==> src/rtl/mul_pkg.sv <==
// Shared types and widths for the EX-stage multiplier issue logic.
// The state encoding is fixed so that it can be seen on debug taps.
package mul_pkg;
  localparam int MUL_RES_W = 64;
  localparam int HILO_W    = 32;

  typedef enum logic [1:0] {
    IDLE  = 2'b00,
    WAIT  = 2'b01,
    DRAIN = 2'b10
  } mul_st_e;
endpackage

==> src/rtl/mul_issue_ctrl_if.sv <==
// Start/annul/ready handshake between the issue controller and the
// iterative multiplier. The operands are held for the whole operation.
interface mul_issue_ctrl_if;
  import mul_pkg::*;

  logic                 mul_start_o;
  logic                 mul_annul_o;
  logic                 mul_signed_o;
  logic [HILO_W-1:0]    mul_op_a_o;
  logic [HILO_W-1:0]    mul_op_b_o;
  logic                 mul_ready_i;
  logic [MUL_RES_W-1:0] mul_result_i;

  modport master (
    output mul_start_o,
    output mul_annul_o,
    output mul_signed_o,
    output mul_op_a_o,
    output mul_op_b_o,
    input  mul_ready_i,
    input  mul_result_i
  );

  modport slave (
    input  mul_start_o,
    input  mul_annul_o,
    input  mul_signed_o,
    input  mul_op_a_o,
    input  mul_op_b_o,
    output mul_ready_i,
    output mul_result_i
  );
endinterface

==> src/rtl/hilo_reg.sv <==
// HI/LO architectural registers: 64-bit product port plus MTHI/MTLO.
// A product write overrides any MTHI/MTLO write in the same cycle.
module hilo_reg
  import mul_pkg::*;
(
  input  logic                 clk,
  input  logic                 rst,
  input  logic                 prod_we_i,
  input  logic [MUL_RES_W-1:0] prod_i,
  input  logic                 hi_we_i,
  input  logic                 lo_we_i,
  input  logic [HILO_W-1:0]    wdata_i,
  output logic [HILO_W-1:0]    hi_o,
  output logic [HILO_W-1:0]    lo_o
);
  logic [HILO_W-1:0] r_hi;
  logic [HILO_W-1:0] r_lo;

  always_ff @(posedge clk) begin
    if (rst) begin
      r_hi <= '0;
      r_lo <= '0;
    end else if (prod_we_i) begin
      r_hi <= prod_i[MUL_RES_W-1:HILO_W];
      r_lo <= prod_i[HILO_W-1:0];
    end else begin
      if (hi_we_i) r_hi <= wdata_i;
      if (lo_we_i) r_lo <= wdata_i;
    end
  end

  assign hi_o = r_hi;
  assign lo_o = r_lo;
endmodule

==> src/rtl/mul_issue_ctrl.sv <==
// EX-stage initiator for the iterative multiplier: latches operands,
// stalls until ready, writes HI/LO, and aborts on flush or watchdog.
module mul_issue_ctrl
  import mul_pkg::*;
#(
  parameter int TIMEOUT_CYCLES = 63,
  parameter int CNT_W          = 6
) (
  input  logic              clk,
  input  logic              rst,
  input  logic              req_i,
  input  logic              signed_i,
  input  logic [HILO_W-1:0] src_a_i,
  input  logic [HILO_W-1:0] src_b_i,
  input  logic              flush_i,
  input  logic              hi_we_i,
  input  logic              lo_we_i,
  input  logic [HILO_W-1:0] wdata_i,
  mul_issue_ctrl_if.master  mul,
  output logic              stall_o,
  output logic [HILO_W-1:0] hi_o,
  output logic [HILO_W-1:0] lo_o,
  output logic              timeout_o
);
  mul_st_e           r_state;
  mul_st_e           w_next;
  logic [CNT_W-1:0]  r_wd;
  logic              r_start;
  logic              r_signed;
  logic [HILO_W-1:0] r_op_a;
  logic [HILO_W-1:0] r_op_b;
  logic              w_accept;
  logic              w_capture;
  logic              w_abort;
  logic              w_timeout;
  logic              w_wd_hit;
  logic              w_in_wait;
  logic              w_in_idle;

  assign w_in_wait = (r_state == WAIT);
  assign w_in_idle = (r_state == IDLE);
  assign w_wd_hit  = (r_wd == CNT_W'(TIMEOUT_CYCLES - 1));

  // flush beats ready; a late ready still beats the watchdog
  always_comb begin
    w_next    = r_state;
    w_accept  = 1'b0;
    w_capture = 1'b0;
    w_abort   = 1'b0;
    w_timeout = 1'b0;
    unique case (r_state)
      IDLE: begin
        if (req_i && !flush_i) begin
          w_next   = WAIT;
          w_accept = 1'b1;
        end
      end
      WAIT: begin
        if (flush_i) begin
          w_next  = DRAIN;
          w_abort = 1'b1;
        end else if (mul.mul_ready_i) begin
          w_next    = DRAIN;
          w_capture = 1'b1;
        end else if (w_wd_hit) begin
          w_next    = DRAIN;
          w_abort   = 1'b1;
          w_timeout = 1'b1;
        end
      end
      DRAIN:   w_next = IDLE;
      default: w_next = IDLE;
    endcase
  end

  always_ff @(posedge clk) begin
    if (rst) begin
      r_state  <= IDLE;
      r_wd     <= '0;
      r_start  <= 1'b0;
      r_signed <= 1'b0;
      r_op_a   <= '0;
      r_op_b   <= '0;
    end else begin
      r_state <= w_next;
      if (w_accept) begin
        r_signed <= signed_i;
        r_op_a   <= src_a_i;
        r_op_b   <= src_b_i;
        r_wd     <= '0;
        r_start  <= 1'b1;
      end else if (w_in_wait) begin
        r_wd <= r_wd + CNT_W'(1);
        if (w_capture || w_abort) r_start <= 1'b0;
      end
    end
  end

  assign mul.mul_start_o  = r_start;
  assign mul.mul_annul_o  = w_abort;
  assign mul.mul_signed_o = r_signed;
  assign mul.mul_op_a_o   = r_op_a;
  assign mul.mul_op_b_o   = r_op_b;
  assign timeout_o        = w_timeout;

  assign stall_o = (req_i & ~flush_i & ~w_in_wait)
                 | (w_in_wait & ~mul.mul_ready_i & ~flush_i);

  hilo_reg u_hilo (
    .clk       (clk),
    .rst       (rst),
    .prod_we_i (w_capture),
    .prod_i    (mul.mul_result_i),
    .hi_we_i   (hi_we_i & w_in_idle),
    .lo_we_i   (lo_we_i & w_in_idle),
    .wdata_i   (wdata_i),
    .hi_o      (hi_o),
    .lo_o      (lo_o)
  );
endmodule

==> src/flat_wrapper.sv <==
// flat-port wrapper written by rule: the top's interface ports become plain ports
module mul_issue_ctrl_flat import mul_pkg::*;
#(
  parameter int TIMEOUT_CYCLES = 63,
  parameter int CNT_W          = 6
)
  (clk, rst, req_i, signed_i, src_a_i, src_b_i, flush_i, hi_we_i, lo_we_i, wdata_i, stall_o, hi_o, lo_o, timeout_o, mul_mul_start_o, mul_mul_annul_o, mul_mul_signed_o, mul_mul_op_a_o, mul_mul_op_b_o, mul_mul_ready_i, mul_mul_result_i);
  mul_issue_ctrl_if mul_i ();
  input  logic clk;
  input  logic rst;
  input  logic req_i;
  input  logic signed_i;
  input  logic [HILO_W-1:0] src_a_i;
  input  logic [HILO_W-1:0] src_b_i;
  input  logic flush_i;
  input  logic hi_we_i;
  input  logic lo_we_i;
  input  logic [HILO_W-1:0] wdata_i;
  output logic stall_o;
  output logic [HILO_W-1:0] hi_o;
  output logic [HILO_W-1:0] lo_o;
  output logic timeout_o;
  output wire logic [$bits(mul_i.mul_start_o)-1:0] mul_mul_start_o;
  output wire logic [$bits(mul_i.mul_annul_o)-1:0] mul_mul_annul_o;
  output wire logic [$bits(mul_i.mul_signed_o)-1:0] mul_mul_signed_o;
  output wire logic [$bits(mul_i.mul_op_a_o)-1:0] mul_mul_op_a_o;
  output wire logic [$bits(mul_i.mul_op_b_o)-1:0] mul_mul_op_b_o;
  input wire logic [$bits(mul_i.mul_ready_i)-1:0] mul_mul_ready_i;
  input wire logic [$bits(mul_i.mul_result_i)-1:0] mul_mul_result_i;
  assign mul_mul_start_o = mul_i.mul_start_o;
  assign mul_mul_annul_o = mul_i.mul_annul_o;
  assign mul_mul_signed_o = mul_i.mul_signed_o;
  assign mul_mul_op_a_o = mul_i.mul_op_a_o;
  assign mul_mul_op_b_o = mul_i.mul_op_b_o;
  assign mul_i.mul_ready_i = mul_mul_ready_i;
  assign mul_i.mul_result_i = mul_mul_result_i;
  mul_issue_ctrl #(.TIMEOUT_CYCLES(TIMEOUT_CYCLES), .CNT_W(CNT_W)) u_core (.clk(clk), .rst(rst), .req_i(req_i), .signed_i(signed_i), .src_a_i(src_a_i), .src_b_i(src_b_i), .flush_i(flush_i), .hi_we_i(hi_we_i), .lo_we_i(lo_we_i), .wdata_i(wdata_i), .mul(mul_i), .stall_o(stall_o), .hi_o(hi_o), .lo_o(lo_o), .timeout_o(timeout_o));
endmodule
==> config.mk <==
export PLATFORM = sky130hd
export DESIGN_NAME = mul_issue_ctrl_flat
export DESIGN_NICKNAME = d
export VERILOG_FILES = /design/src/rtl/mul_pkg.sv /design/src/rtl/mul_issue_ctrl_if.sv /design/src/rtl/hilo_reg.sv /design/src/rtl/mul_issue_ctrl.sv /design/src/flat_wrapper.sv
export SDC_FILE = /design/constraint.sdc
export NUM_CORES = 1
export LEC_CHECK = 0
export BUFFER_PORTS_ARGS = -buffer_cell sky130_fd_sc_hd__clkbuf_2
export CAP_MARGIN = 30
export CORE_AREA = 2 2 118 120
export DETAILED_ROUTE_END_ITERATION = 6
export DIE_AREA = 0 0 120 122
export PLACE_DENSITY = 0.76
export SETUP_SLACK_MARGIN = 0.1
export SLEW_MARGIN = 20
export SYNTH_ARGS = -nofsm -noshare
export SYNTH_HDL_FRONTEND = slang
export SYNTH_SLANG_ARGS = --single-unit
==> constraint.sdc <==
create_clock -name clk -period 3.3 [get_ports clk]
set_input_delay 0.33 -clock clk [delete_from_list [all_inputs] [get_ports clk]]
set_output_delay 0.33 -clock clk [all_outputs]
set_load 0.02 [all_outputs]
---- After elaboration in Yosys (flattened, before gate mapping) ----
Cells that the tools add are included.
Widths: inputs -> output; s select.
cells by class
  bitwise operators ....................... 10
  reductions and logical operators ........ 11
  muxes and demuxes ....................... 23
  eq/ne operators ......................... 4
  $add $sub $neg .......................... 1
operators with widths
  cell                 number
  $mux 32              4
  $mux 1               14
  $mux 2               4
  $reduce_bool 2->1    4
  $add 6x1->6 const B  1
  $and 1x1->1          6
  $eq 6x6->1 const B   1
  $ne 4x3->1 const B   1
  $pmux 2 s2           1
  $reduce_and 2->1     2
  $not 1->1            3
  $eq 2x1->1 const B   1
  $logic_not 2->1      1
  $ne 2x2->1 const B   1
  $reduce_or 2->1      1
  $logic_and 1x1->1    1
  $logic_not 1->1      1
  $logic_or 1x1->1     1
  $or 1x1->1           1
storage, ports and cells
  word-level logic and storage cells ...... 57
  bits of input ports ..................... 168
  output and inout bits ................... 133
  register bits ........................... 138

---- Depth between registers and ports, before layout ----
Gate-level depths: netlist of run 1.
  depth in word-level cells ............... 9
  mapped depth ............................ 7
  gate-level depth less buffers ........... 5

---- Hierarchy ----
Synthesis of run 1 repeated with hierarchy kept, for this count alone.
unflattened totals
  cells, all modules ...................... 625
  area total of the unflattened synthesis .. 5930.7 um2
by module, submodules not included
  module          cells an instance  area an instance (um2)  sequential area each (um2)  instances
  hilo_reg        285                3229.3                  1281.2                      1
  mul_issue_ctrl  340                2701.3                  1481.4                      1

---- Worst setup path before layout of run 1 ----
OpenSTA, ideal clock, no wires.
  path kind ............................... reg2out
  from .................................... register u_core.r_state[0]
  to ...................................... output port stall_o
  data required time ...................... 2.970 ns
  stages on the path, launching flop included .. 6
  arrival time ............................ 1.466 ns
  path buffers ............................ 2
  slack ................................... 1.504 ns
  path through ............................ dfxtp_1 buf_2 nor2b_1 clkbuf_1 nor2_1 a211oi_1
on the way
  word-level cells in the longest chain between the ends .. 4
  elaborated cells between the ends (all ways) .. 6
  those cells by class .................... 1 x eq/ne; 5 x bitwise
ends and longest elaborated chain
  item                                             line                                          text
  start: declaration                               mul_issue_ctrl.sv:25                          mul_st_e r_state;
  start signal: assignment                         mul_issue_ctrl.sv:85                          r_state <= w_next;
  $eq 2x1->1 *                                     mul_issue_ctrl.sv:40                          assign w_in_wait = (r_state == WAIT);
  $and 1x1->1 / $not 1->1 (equally long branches)  mul_issue_ctrl.sv:107, mul_issue_ctrl.sv:106
  $and 1x1->1, on equally long branches            mul_issue_ctrl.sv:107, mul_issue_ctrl.sv:106
  $or 1x1->1 *                                     mul_issue_ctrl.sv:107                         | (w_in_wait & ~mul.mul_ready_i & ~flush_i);
  end: declaration                                 flat_wrapper.sv:19                            output logic stall_o;
Mark *: on every way between the ends. The rest lies on a longest branch, timed or not.

---- Final worst setup path of run 1 ----
Ends and elaborated chain as after synthesis.

==> out/results.txt, run 1 <==
Post-synthesis instance total - 671
Worst Max-Slew Pin Slew - 0.8796 ns
Post-CTS setup buffers - 0
Unrepaired setup endpoints after global routing - false
Most frequent cells after synthesis - nand2_1 (233), dfxtp_1 (138), a21oi_1 (70)
Die height - 122 um
Synth top area share - 0.4875
Hold/Removal Path Class - input pin to flip-flop
Crit path max fanout - 9
Status - complete, no violations
Slowest CP cell - dfxtp_1
Kind of critical path - flip-flop to output port
Slew margin rel. - 0.4136
Fraction of registers with async set/reset - 0
Syn_nets - 841
Area Overhead vs Synth - 36.50%
Layout Nets - 1,105
Final hold vios - 0
Most frequent cell after synthesis - nand2_1
Vias per cell - 5.131
Dpl cell area - 7116 sq um
Die W - 120 um
CTS sink count - 138
Startpoint types - flip-flop
CTS clock-pin slew for the worst setup and hold paths - 0.06 ns
Later-pin clock latency in the skew report - 0.42 ns
Leading area contributor after synthesis - dfxtp_1
First-pass GRT wire length - 26,880 um
DR pass1 iterations - 4
Post-route minimum period - 2.485 ns
Root Buffer - clkbuf_16
Global route overflow - 0
Top FF cell, synth - dfxtp_1
Initial antenna violation count - 1
Layout cells sized above 1 - 0.3865
Total power density per cell area - 584.9 nW/um^2
H-tree depth - 4
Ports - 301
Kind of end point of the critical path - output port
Crit share post-route - 0.7529
Area of the core - 13,500 sq um
Crit-path max cell delay - 0.62 ns
Sequential area share after synthesis - 0.4875
Vias in the first global route - 5,346
# DRC - 0
Synth top area cells - dfxtp_1 (49%), nand2_1 (15%), a311oi_1 (7.0%), a21oi_1 (6.2%), nor3_1 (5.8%)
Starting Density - 0.4196
Leakage power - 3.424 nW
CTS Buffer Depth - 2
Total track usage - 0.2350
Num CTS Buffers - 17
Iteration-0 DRC Markers - 343
Count of final max-slew check failures - 0
Final Setup Violations - 0
CP required - 2.97 ns
Critical Path AT - 2.15 ns
Synth Warn # - 0
Number of synthesized flops with an enable pin - 0
Worst Skew - 0.007716 ns
Largest net degree at the start of global routing - 73
Synth Register Bits - 138
Cells resized by post-CTS repair - 0
Vias - 5,788
Design area - 7735 sq um
Antenna viol nets, final - 0
Pre-CTS setup slack - 1.073 ns
Die Area - 14,640 sq um
Worst VDD drop - 337.5 uV
Post-synthesis cell type count - 31
IO Port Bufs - 300
Crit-path cells - nor2b_1 > nor2_1 > a211oi_1 > clkbuf_2
Avg Inst Size Synth - 8.445 sq um
Total Wirelength - 17,710 um
CTS tree - built
# hold bufs at CTS - 0
Final Power - 4.524 mW
Max_cap viols - 0
FP Rows - 43
Min setup slack post-route - 0.8155 ns
GP Congestion - 0.7848
Final setup TNS - 0 ns
Max Clk Rate - 0.4025 GHz
Netlist Area Pre-Place - 5667 sq um
Drt wl/cell - 15.70 um
HPWL reported at the end of detailed placement - 12,460 um
-- cell families after synthesis --
family / Yosys count / synth area share
AOI/OAI and AO/OA: 143 / 0.1917
xor gates and xnor gates: 1 / 0.001546
adders and majority gates: 2 / 0.004415
buffers and inverters: 67 / 0.07220
DFF: 138 / 0.4875
and+or+nand+nor: 320 / 0.2427
-- registers in the layout, summed over array words and instances (netlist names) --
signal / cells
u_core.u_hilo.hi_o: 32
u_core.r_wd: 6
u_core.mul.mul_op_b_o: 32
u_core.mul.mul_start_o: 1
u_core.mul.mul_signed_o: 1
u_core.r_state: 2
u_core.u_hilo.lo_o: 32
u_core.mul.mul_op_a_o: 32
-- critical path, delay by kind of cell (launching register included) --
kind                   cells  cell delay, ns
AOI/OAI and AO/OA          1            0.24
buffers and inverters      1            0.22
DFF                        1            0.62
and+or+nand+nor            2            0.65
-- report_power, final --
part           switching (mW)  internal, mW  total (mW)
sequential             0.0657          1.78        1.85
clock                   0.710          1.28        1.99
combinational           0.431         0.261       0.691
-- cell usage in the layout, fill, tap and decap left out, drive strengths merged --
master and count:
clkbuf 318, nand2 233, dfxtp 138, a21oi 70
nor3 66, a311oi 64, buf 11, nor2 4
o21ai 4, clkinvlp 4, bufinv 4, clkinv 4
inv 2, nand3 2, nor2b 2, a211oi 2
or3 2, nor3b 2, ha 2, or2 2
diode 1, o21a 1, nor4b 1, or4b 1
nand3b 1, nand2b 1, xor2 1, o22ai 1
nor4bb 1, nand4bb 1, o31ai 1, or4 1
-- final cells by class --
type                            count  area, sq um
Clock inverter                     12        173.9
Inverter                            2        7.507
Sequential cell                   138         2763
Antenna cell                        1        2.502
Fill cell                        1298         5769
Timing Repair Buffer              310         1599
Multi-Input combinational cell    466         2521
Clock buffer                       19        442.9
Tap cell                          180        225.2
-- per-stage QoR --
stage                     hold slack [ns]    util  instances
final                              0.1304  0.5728       1128
after global placement             0.4408  0.5249       1095
after global routing               0.1250  0.5726       1127
after floorplan                    0.4521       -        671
after CTS                          0.1130  0.5726       1127
after detailed placement           0.4470  0.5269       1096
-- final timing paths --
path,start,to,slack [ns],depth (start not counted)
worst max-delay path,u_core.r_state[0],stall_o,0.82,4
worst min-delay path,src_a_i[27],u_core.mul.mul_op_a_o[27],0.13,3
worst min register to register,u_core.mul.mul_op_b_o[4],u_core.mul.mul_op_b_o[4],0.45,2
worst max register to register,u_core.r_state[1],u_core.mul.mul_op_a_o[18],1.07,4
-- routing by layer --
layer / vias up / GRT usage / share of wire
met5: - / 0 / 0
met4: 0 / 0.08529 / 0.018
met3: 24 / 0.08567 / 0.087
met2: 251 / 0.3991 / 0.49
met1: 2647 / 0.2722 / 0.40
li1: 2866 / - / -
(Power assumes the default switching activity.)
==> inputs of run 2 (changes only) <==
Settings changed: CORE_AREA 2 2 118 120 to default, CORE_MARGIN from default to 2, CORE_UTILIZATION from default to 45, DIE_AREA 0 0 120 122 to default, PLACE_DENSITY 0.76 to 0.8.
Clock period 3.3 ns to 2.4 ns, I/O delays scaled along.
==> run 2 against run 1 <==
Net effect: clock-buffer cell count up 2; clock power up 31%; first-iteration DRC count up 20%; via count down 0.12%; utilization up 6.7 points; global-route usage up 1.0 points; worst setup slack worse by 0.47 ns; combinational power up 40%; sequential share of layout area down 0.20 points; critical path type is now flip-flop to flip-flop; critical endpoint is now u_core.u_hilo.lo_o[29]; largest cell class unchanged; highest routed layer unchanged.
==> out/results.txt, run 2 (synthesized netlist as in run 1, its figures left out) <==
Status - complete, no violations
Most common cell after layout, fill and taps aside - clkbuf_2
Die Area - 13,510 sq um (-7.7%)
Worst r2r path cells - 3 (-1)
CTS Buffer Depth - 2 (unchanged)
Hold/Removal Path Class - input pin to flip-flop
Total Wirelength - 17,060 um (-3.7%)
Kind of end point of the critical path - flip-flop
Final hold vios - 0 (unchanged)
Slew margin rel. - 0.4049 (-0.008697)
Total power density per cell area - 784.0 nW/um^2 (+34%)
Area Overhead vs Synth - 37.27%
Drt wl/cell - 15.19 um (-3.3%)
Critical Path AT - 2.28 ns (+0.13 ns)
Worst Skew - 0.006813 ns (-0.0009028 ns)
Final setup TNS - 0 ns (unchanged)
R2r startpoint - u_core.r_state[1]
Root Buffer - clkbuf_16
Iteration-0 DRC Markers - 413 (+20%)
Crit path max fanout - 32 (+23)
Initial antenna violation count - 2 (+1)
Count of final max-slew check failures - 0 (unchanged)
HP Start - src_a_i[6]
GP Congestion - 0.7892 (+0.56%)
CTS sink count - 138 (unchanged)
Startpoint types - flip-flop
Starting Density - 0.4659 (+0.04632)
CP required - 2.63 ns (-0.34 ns)
Worst hold stages - 3 (unchanged)
Crit share post-route - 0.8543
Area of the core - 12,160 sq um (-9.9%)
Post-CTS setup buffers - 0 (unchanged)
Post-route minimum period - 2.050 ns
Kind of critical path - flip-flop to flip-flop
CTS clock-pin slew for the worst setup and hold paths - 0.06 ns (about the same)
Fill cells - 1,078 (-17%)
First-pass GRT wire length - 25,590 um (-4.8%)
Later-pin clock latency in the skew report - 0.42 ns (about the same)
Vias in the first global route - 5,324 (-0.41%)
Layout cells sized above 1 - 0.3903 (+0.003863)
# DRC - 0 (unchanged)
Largest net degree at the start of global routing - 89 (+22%)
Crit. Startpoint - u_core.r_state[1]
IO Port Bufs - 300 (unchanged)
Vias per cell - 5.148 (+0.32%)
CTS tree - built
Leakage power - 3.462 nW (+1.1%)
Layout Nets - 1,110 (+0.45%)
Cells resized by post-CTS repair - 0 (unchanged)
Num CTS Buffers - 17 (unchanged)
Vias - 5,781 (-0.12%)
Max Clk Rate - 0.4877 GHz
Die W - 116.2 um (-3.2%)
# hold bufs at CTS - 0 (unchanged)
End of the worst hold path - u_core.mul.mul_op_a_o[6]
DR pass1 iterations - 5 (+1)
Most frequent cells in the layout - clkbuf_2 (299), nand2_1 (233), dfxtp_1 (138), a21oi_1 (70), nor3_1 (66)
HPWL reported at the end of detailed placement - 12,120 um (-2.7%)
Reg2Reg Setup Slack - 0.35 ns (-0.72 ns)
Final Non-Filler Cells - 1,123 (-0.44%)
Worst Max-Slew Pin Slew - 0.8927 ns (+0.01305 ns)
Ports - 301 (unchanged)
Total placed cells including tap cells - 1,089 (-0.64%)
Unrepaired setup endpoints after global routing - false
Total track usage - 0.2451 (+0.01016)
Antenna viol nets, final - 0 (unchanged)
Max_cap viols - 0 (unchanged)
Worst VDD drop - 381.0 uV (+13%)
Final Setup Violations - 0 (unchanged)
Die height - 116.2 um (-4.7%)
Reg-to-reg endpoint - u_core.u_hilo.lo_o[29]
Global route overflow - 0 (unchanged)
H-tree depth - 4 (unchanged)
FP Rows - 40 (-7.0%)
-- run 2: final cells by class --
type / count / area [sq um] / area share
inverters: 2 / 7.507 / 0.0009651
diodes: 2 / 5.005 / 0.0006434
clock buffers: 21 / 480.5 / 0.06177
flip-flops and latches: 138 / 2763 / 0.3552
clock inverters: 11 / 117.6 / 0.01512
well taps: 168 / 210.2 / 0.02702
repair buffers: 315 / 1679 / 0.2159
multi-input cells: 466 / 2516 / 0.3235
-- run 2: where the power goes --
part / internal (mW) / leakage [nW] / switching (mW)
combinational: 0.372 / 2.03 / 0.597
clock: 1.63 / 0.295 / 0.964
sequential: 2.45 / 1.14 / 0.0824
total: 4.45 / 3.46 / 1.64
-- run 2: how the worst max path moves through the flow --
stage / endpoint / depth (start not counted)
after global placement: u_core.u_hilo.lo_o[22] / 3
after detailed placement: u_core.u_hilo.lo_o[12] / 3
final: u_core.u_hilo.lo_o[29] / 3
after floorplan: stall_o / 5
after CTS: u_core.u_hilo.lo_o[21] / 3
after global routing: u_core.u_hilo.lo_o[21] / 3
-- run 2: metal layers --
| metal | part of all wire | track usage | vias to the layer above | routed length (um) |
|---|---|---|---|---|
| li1 | - | - | 2890 | - |
| met1 | 0.38 | 0.2631 | 2629 | 6438 |
| met2 | 0.50 | 0.4308 | 239 | 8607 |
| met3 | 0.10 | 0.1033 | 23 | 1741 |
| met4 | 0.016 | 0.09286 | 0 | 268 |
| met5 | 0 | 0 | - | 0 |
-- run 2: worst max-delay path, cell delays in order, from the launching register on --
cell and delay [ns]:
dfxtp_1 0.46, nor4bb_4 0.41, or2_2 0.75, a311oi_1 0.21
-- run 2: through the flow --
| stage | worst slack [ns] | instance area, sq um | hold slack, ns | total power, mW | utilization |
|---|---|---|---|---|---|
| 4_1_cts | 0.3517 | 7774 | 0.02495 | 6.148 | 0.6392 |
| 3_5_place_dp | 0.3590 | 7176 | 0.4456 | 3.553 | 0.5900 |
| 2_1_floorplan | 0.6935 | 5667 | 0.3760 | 3.157 | - |
| 6_report | 0.3497 | 7779 | 0.04101 | 6.098 | 0.6396 |
| 3_3_place_gp | 0.4277 | 7176 | 0.4413 | 3.538 | 0.5900 |
| 5_1_grt | 0.2268 | 7779 | 0.02853 | 6.351 | 0.6396 |
